==> config.mk <==
export PLATFORM = sky130hd
export DESIGN_NAME = pwm_gen
export DESIGN_NICKNAME = d
export VERILOG_FILES = /design/src/rtl/pwm_gen.sv
export SDC_FILE = /design/constraint.sdc
export NUM_CORES = 1
export LEC_CHECK = 0
export ABC_AREA = 1
export ABC_CLOCK_PERIOD_IN_PS = 5880
export BUFFER_PORTS_ARGS = -buffer_cell sky130_fd_sc_hd__buf_2
export CAP_MARGIN = 20
export CORE_MARGIN = 5
export CORE_UTILIZATION = 25
export DETAILED_ROUTE_END_ITERATION = 8
export HOLD_SLACK_MARGIN = 0.06
export MAX_ROUTING_LAYER = met4
export SYNTH_ARGS = -nofsm -noshare
export SYNTH_HDL_FRONTEND = slang
export SYNTH_SLANG_ARGS = --single-unit
==> constraint.sdc <==
create_clock -name clk -period 5.88 [get_ports clk]
set_input_delay 0.588 -clock clk [delete_from_list [all_inputs] [get_ports clk]]
set_output_delay 0.588 -clock clk [all_outputs]
set_load 0.005 [all_outputs]
==> src/rtl/pwm_gen.sv <==
// Programmable PWM generator: high time and period in clk cycles, double-buffered
// configuration that only takes effect in IDLE or on a period boundary.
module pwm_gen #(
   parameter int WIDTH = 32
) (
   input  logic             clk,
   input  logic             rst,
   input  logic             en,
   input  logic             load,
   input  logic [WIDTH-1:0] cfg_high,
   input  logic [WIDTH-1:0] cfg_T,
   output logic             sig,
   output logic             period_tick,
   output logic             busy,
   output logic [WIDTH-1:0] periods
);

   typedef enum logic {IDLE, RUN} state_t;

   state_t           state_q;
   logic [WIDTH-1:0] p_high_q, p_T_q, a_high_q, a_T_q, cnt_q, periods_q;
   logic             pend_q, sig_q, tick_q, busy_q;

   logic [WIDTH-1:0] eff_high_d, eff_T_d;
   logic             bound_d, apply_d;

   // Effective config is what will be active once any pending pair is applied.
   always_comb begin
      eff_high_d = pend_q ? p_high_q : a_high_q;
      eff_T_d    = pend_q ? p_T_q    : a_T_q;
      bound_d    = (state_q == RUN) && (cnt_q == a_T_q - WIDTH'(1));
      apply_d    = pend_q && ((state_q == IDLE) || bound_d);
   end

   always_ff @(posedge clk or posedge rst) begin
      if (rst) begin
         state_q   <= IDLE;
         p_high_q  <= '0;
         p_T_q     <= '0;
         pend_q    <= 1'b0;
         a_high_q  <= '0;
         a_T_q     <= '0;
         cnt_q     <= '0;
         sig_q     <= 1'b0;
         tick_q    <= 1'b0;
         busy_q    <= 1'b0;
         periods_q <= '0;
      end else begin
         if (apply_d) begin
            a_high_q <= p_high_q;
            a_T_q    <= p_T_q;
         end
         // A load coinciding with an apply stays pending for the next boundary.
         if (load) begin
            p_high_q <= cfg_high;
            p_T_q    <= cfg_T;
            pend_q   <= 1'b1;
         end else if (apply_d) begin
            pend_q   <= 1'b0;
         end

         case (state_q)
            IDLE: begin
               cnt_q  <= '0;
               sig_q  <= 1'b0;
               tick_q <= 1'b0;
               busy_q <= 1'b0;
               if (en && (eff_T_d != '0)) begin
                  state_q   <= RUN;
                  busy_q    <= 1'b1;
                  tick_q    <= 1'b1;
                  sig_q     <= (eff_high_d != '0);
                  periods_q <= periods_q + WIDTH'(1);
               end
            end
            RUN: begin
               if (bound_d) begin
                  cnt_q <= '0;
                  if (!en || (eff_T_d == '0)) begin
                     state_q <= IDLE;
                     sig_q   <= 1'b0;
                     tick_q  <= 1'b0;
                     busy_q  <= 1'b0;
                  end else begin
                     tick_q    <= 1'b1;
                     sig_q     <= (eff_high_d != '0);
                     periods_q <= periods_q + WIDTH'(1);
                  end
               end else begin
                  cnt_q  <= cnt_q + WIDTH'(1);
                  tick_q <= 1'b0;
                  sig_q  <= ((cnt_q + WIDTH'(1)) < a_high_q);
               end
            end
            default: state_q <= IDLE;
         endcase
      end
   end

   assign sig         = sig_q;
   assign period_tick = tick_q;
   assign busy        = busy_q;
   assign periods     = periods_q;

endmodule
== Word-level counts from Yosys, hierarchy flattened ==
Index checks and enable logic that the tools add are counted.

* Register bits after elaboration: 197
* Input port bits: 68
* Output and inout bits: 35
* Word-level logic and storage cells: 56

* Add/subtract/negate cells: 3
* Magnitude comparators: 1
* Equal/unequal tests: 5
* Muxes and demuxes: 23
* Bitwise operators: 1
* Reduce and logical (&&, ||, !) cells: 12

{| class="wikitable"
|+ Operator list
! kind !! count
|-
| $mux 32 || 6
|-
| $pmux 32 s2 || 2
|-
| $add 32x1->32 const B || 2
|-
| $reduce_bool 32->1 || 2
|-
| $eq 32x32->1 || 1
|-
| $logic_not 32->1 || 1
|-
| $lt 32x32->1 || 1
|-
| $sub 32x1->32 const B || 1
|-
| $mux 1 || 11
|-
| $pmux 1 s2 || 4
|-
| $ne 2x1->1 const B || 3
|-
| $logic_and 1x1->1 || 3
|-
| $reduce_and 3->1 || 1
|-
| $logic_or 1x1->1 || 2
|-
| $ne 2x2->1 const B || 1
|-
| $reduce_and 2->1 || 1
|-
| $reduce_bool 2->1 || 1
|-
| $logic_not 1->1 || 1
|-
| $not 1->1 || 1
|}

== Logic depth before layout (Yosys ltp) ==
* Word-level depth: 7
* Depth in mapped cells: 22
* Mapped depth without buffers: 22

== Worst setup path before layout ==
Ideal clock, no wire load.

* Kind: register -> register
* From: reg cnt_q[4]
* To: reg sig_q (netlist: sig)
* Setup time: 0.118 ns
* Arrival time: 2.656 ns
* Required time: 5.762 ns
* Setup slack: 3.106 ns
* Stages on the path, launching flop included: 19
* Buffers on the path: 0
* Clock period less this slack: 2.774 ns
* Cells stage by stage: dfrtp_1 -> inv_1 -> nor4_4 -> nand2_1 -> nor2_1 -> nand3_1 -> nor3_4 -> xor2_1 -> inv_1 -> ha_1 -> nand2_1 -> o21ai_0 -> nand3_1 -> nand2_1 -> nand2_1 -> a21oi_1 -> nor2_1 -> nand4_1 -> nand2_1

* Longest elaborated chain between the ends: 4
* Elaborated cells on any way between the ends: 6
* Those cells by class: add/sub: 1; order compare: 1; eq/ne: 1; mux: 2; reduce/logical: 1

{| class="wikitable"
|+ RTL lines
! what !! line !! text
|-
| start, declared || 21 || <nowiki>logic [WIDTH-1:0] p_high_q, p_T_q, a_high_q, a_T_q, cnt_q, periods_q;</nowiki>
|-
| start signal, assigned || 90 || <nowiki>cnt_q <= cnt_q + WIDTH'(1);</nowiki>
|-
| $add 32x1->32 or $eq 32x32->1 (tied branches) || 92, 31 ||
|-
| $lt 32x32->1 or $logic_and 1x1->1 (tied branches) || 92, 31 ||
|-
| $mux 1 * || 77 || <nowiki>if (bound_d) begin</nowiki>
|-
| $pmux 1 s2 * || 62 || <nowiki>case (state_q)</nowiki>
|-
| end signal, assigned || 72 || <nowiki>sig_q <= (eff_high_d != '0);</nowiki>
|-
| end signal, assigned || 86 || <nowiki>sig_q <= (eff_high_d != '0);</nowiki>
|-
| end signal, assigned || 92 || <nowiki>sig_q <= ((cnt_q + WIDTH'(1)) < a_high_q);</nowiki>
|-
| end, declared || 22 || <nowiki>logic pend_q, sig_q, tick_q, busy_q;</nowiki>
|}

Every way passes the cells marked *; elsewhere a longest branch is shown, timed or not.
A chain may end at the register's enable or synchronous reset.

== Worst setup path after layout ==
* From: reg pend_q
* To: reg periods_q[13] (netlist: periods[13])

* Longest elaborated chain between the ends: 5
* Elaborated cells on any way between the ends: 8
* Those cells by class: eq/ne: 2; mux: 1; reduce/logical: 5

{| class="wikitable"
|+ RTL lines
! what !! line !! text
|-
| start, declared || 22 ||
|-
| start signal, assigned || 40 || <nowiki>pend_q <= 1'b0;</nowiki>
|-
| start signal, assigned || 57 || <nowiki>pend_q <= 1'b1;</nowiki>
|-
| start signal, assigned || 59 || <nowiki>pend_q <= 1'b0;</nowiki>
|-
| $mux 32 * || 30 || <nowiki>eff_T_d = pend_q ? p_T_q : a_T_q;</nowiki>
|-
| $reduce_bool 32->1 or $logic_not 32->1 (tied branches) || 68, 79 ||
|-
| $logic_and 1x1->1 or $logic_or 1x1->1 (tied branches) || 68, 79 ||
|-
| $ne 2x1->1 (no line) or $ne 2x2->1 (tied branches) || -- ||
|-
| $reduce_and 3->1 (no line) * || -- ||
|-
| end signal, assigned || 73 || <nowiki>periods_q <= periods_q + WIDTH'(1);</nowiki>
|-
| end signal, assigned || 87 || <nowiki>periods_q <= periods_q + WIDTH'(1);</nowiki>
|-
| end, declared || 21 ||
|}

Marks and branches as above.

==> out/summary.log <==
qor: run_status.status finished, final reports clean
qor: sta.max_slew_margin 39.5%
qor: clocking.cts_hold_buffers 0
qor: clocking.clock_pin_transition_on_the_worst_setup_and_hold_timing_paths 80 ps
qor: global_routing.grt.overflow.total 0
qor: global_routing.first_global_vias 10,267
qor: sta.final-hold-violation-count 0
qor: floorplanning.die_h 224 um
qor: placed_design.port_buffers 102
qor: worst_setup_path.critPathKind register to register
qor: global_routing.pin_count_of_the_biggest_net_entering_global_routing 86
qor: route.drt-initial-drc-count 532
qor: floorplanning.die_area 50,100 um^2
qor: worst_setup_path.kind_of_end_point_of_the_critical_path register
qor: clocking.post_cts.repair.setup_buffers 0
qor: logic_synthesis.ys_ff_latch 197
qor: sta.skew 19.1 ps
qor: logic_synthesis.syn-instance-count 1,564
qor: clocking.post_cts.resized_instances 0
qor: placed_design.hpwlAfterDp 24,200 um
qor: clocking.worst_skew_pair.late_latency 460 ps
qor: worst_setup_path.timing.reg2reg.worst_path_depth 12
qor: route.wl 31,800 um
qor: power_and_ir_drop.ir_worst_vdd 165 uV
qor: route.vias 10,096
qor: route.detail_route.vias_per_cell 4.47
qor: final_layout.regArea 4930 um^2
qor: floorplanning.die_width 224 um
qor: final_layout.number_of_fill_cells 4,977
qor: job.max_cap_viol_count 0
qor: logic_synthesis.syn_area_per_cell 7.30 um^2
qor: placed_design.preCtsSetupSlack 2140 ps
qor: sta.final.min_clock_period 3800 ps
qor: clocking.max_clock_buf_depth 2
qor: route.drt_pre_antenna_iters 5
qor: worst_setup_path.cp_data_arrival_time 4180 ps
qor: logic_synthesis.mappedNetlistNets 1,666
qor: clocking.cts_inserted_buffers 17
qor: final_layout.syn_to_final_growth 14.9%
qor: floorplanning.placement_rows 78
qor: sta.fmax 263 MHz
qor: sta.fin_crit_sh 64.6%
qor: global_routing.initial_antenna_violation_count 0
qor: route.wire_per_inst 14.1 um
qor: power_and_ir_drop.total_leakage_power 7.20 nW
qor: logic_synthesis.synthDistinctLibCells 37
qor: floorplanning.start_util 25.2%
qor: min_path.hold_path_class input port to register
qor: route.final_antenna_violating_net_count 0
qor: global_routing.grt.total_usage 13.2%
qor: floorplanning.pin_count 103
qor: final_layout.layout.cells.most_common_list sky130_fd_sc_hd__nand2_1, sky130_fd_sc_hd__dfrtp_1, sky130_fd_sc_hd__inv_1
qor: worst_setup_path.critPathRequiredTime 6270 ps
qor: clocking.clock_sinks 197
qor: final_layout.layout.cells.non_filler 2,260
qor: placed_design.dp_cells 2,226
qor: sta.worstMarginPinSlew 907 ps
qor: route.post-route-drc-count 0
qor: global_routing.grt_pass1_wl 52,500 um
qor: final_layout.multiInputGateArea 5560 um^2
qor: worst_setup_path.worst_setup_path_start_kind register
qor: placed_design.place.gp.congestion 0.931
qor: min_path.timing.hold.worst_path_depth 3
qor: sta.worst_slack 2080 ps
qor: worst_setup_path.worst-path-max-fanout 42
qor: final_layout.fin_util 29.0%
qor: final_layout.post_route_cells_drive_above_1_share 10.0%
qor: final_layout.finish.net_count 1,749
qor: sta.setup_tns 0 ps
qor: sta.timing.final.max_slew_violations 0
qor: logic_synthesis.synthesis.area 11,400 um^2
qor: clocking.cts_max_level 4
qor: sta.timing.final.setup_violations 0
qor: sta.setup_repair_after_global_routing_missed_its_margin false
qor: logic_synthesis.synth-seq-area-share 43.1%
qor: final_layout.n_antenna_cell 0
qor: clocking.library_cell_used_as_clock_root_buffer sky130_fd_sc_hd__clkbuf_16
qor: power_and_ir_drop.powerDensity 209 nW/um^2
qor: clocking.clock_tree_from_tritoncts done
qor: logic_synthesis.synth_warnings 0
qor: final_layout.final_common_cell sky130_fd_sc_hd__nand2_1
qor: sta.timing.hold.ws 329 ps
qor: floorplanning.coreArea 45,300 um^2
-- kinds of logic after synthesis --
kind of cell	Yosys count	synth area share, %
DFF	197	43.1
xor gates and xnor gates	81	6.21
and+or+nand+nor	952	35.5
buffers and inverters	230	8.22
adders and majority gates	34	3.72
AOI/OAI and AO/OA	70	3.22
-- where the power goes --
| group | total (mW) | internal, mW | switching (mW) | leakage (nW) |
|---|---|---|---|---|
| Sequential | 1.43 | 1.39 | 0.0332 | 2.61 |
| Combinational | 0.129 | 0.0429 | 0.0865 | 4.30 |
| Clock | 1.19 | 0.616 | 0.576 | 0.293 |
-- state kept, by name (all words and copies together) (netlist names), 32 cells and up --
register  count
a_T_q        32
a_high_q     32
cnt_q        32
p_T_q        32
p_high_q     32
periods      32
-- critical path, stage by stage (launching register included) --
cell                       delay, ps
sky130_fd_sc_hd__dfrtp_2         700
sky130_fd_sc_hd__buf_4           490
sky130_fd_sc_hd__inv_1           340
sky130_fd_sc_hd__nor3_1          230
sky130_fd_sc_hd__nand4_1         160
sky130_fd_sc_hd__o21ai_0         140
sky130_fd_sc_hd__o21ai_0         150
sky130_fd_sc_hd__o21ai_1         380
sky130_fd_sc_hd__clkinv_1        110
sky130_fd_sc_hd__buf_4           270
sky130_fd_sc_hd__nand2_2         510
sky130_fd_sc_hd__nand2_1         120
sky130_fd_sc_hd__nand2_1          90
-- synthesized netlist by cell type (all sizes together) --
master | count | area, um^2
or2 | 1 | 6.26
nor3 | 25 | 136
xnor2 | 18 | 158
dfrtp | 197 | 4930
nor4 | 24 | 165
o31ai | 1 | 7.51
a21oi | 20 | 100
nor3b | 1 | 7.51
nand2 | 550 | 2080
a41oi | 1 | 8.76
or3 | 2 | 12.5
buf | 25 | 170
o21ai | 44 | 220
and3 | 2 | 12.5
o41ai | 1 | 8.76
nor2 | 164 | 651
nand3 | 142 | 716
nand4 | 35 | 219
o21bai | 2 | 15.0
clkbuf | 24 | 90.1
o211ai | 1 | 7.51
clkinv | 2 | 7.51
ha | 34 | 425
xor2 | 63 | 552
inv | 179 | 672
nand3b | 6 | 45.0
-- final cells by class --
type,instances,share of cell area (%)
inverters,181,5.20
well taps,600,5.72
repair buffers,113,4.63
multi-input cells,1137,42.3
flip-flops and latches,197,37.6
clock inverters,14,1.20
clock buffers,18,3.35
-- final timing paths --
path                            slack (ps)            to         start
worst max-delay path                  2080   periods[13]        pend_q
worst min-delay path                   330  p_high_q[29]  cfg_high[29]
worst max register to register        2080   periods[13]        pend_q
worst min register to register         470  a_high_q[29]  a_high_q[29]
max in group asynchronous             3850        pend_q           rst
min in group asynchronous              570  p_high_q[20]           rst
-- stage by stage --
stage | total power, mW | instance area (um^2)
floorplan | 1.52 | 11400
global placement | 1.58 | 12500
detailed placement | 1.58 | 12500
CTS | 2.78 | 13100
global route | 2.86 | 13100
finish | 2.75 | 13100
-- metal layers --
metal	track usage (%)	wire length [um]	up-vias
met1	16.8	15000	4806
li1	-	-	5102
met3	1.89	736	35
met2	22.0	15500	153
met4	3.77	615	0
met5	-	0	-
(Power assumes the default switching activity.)
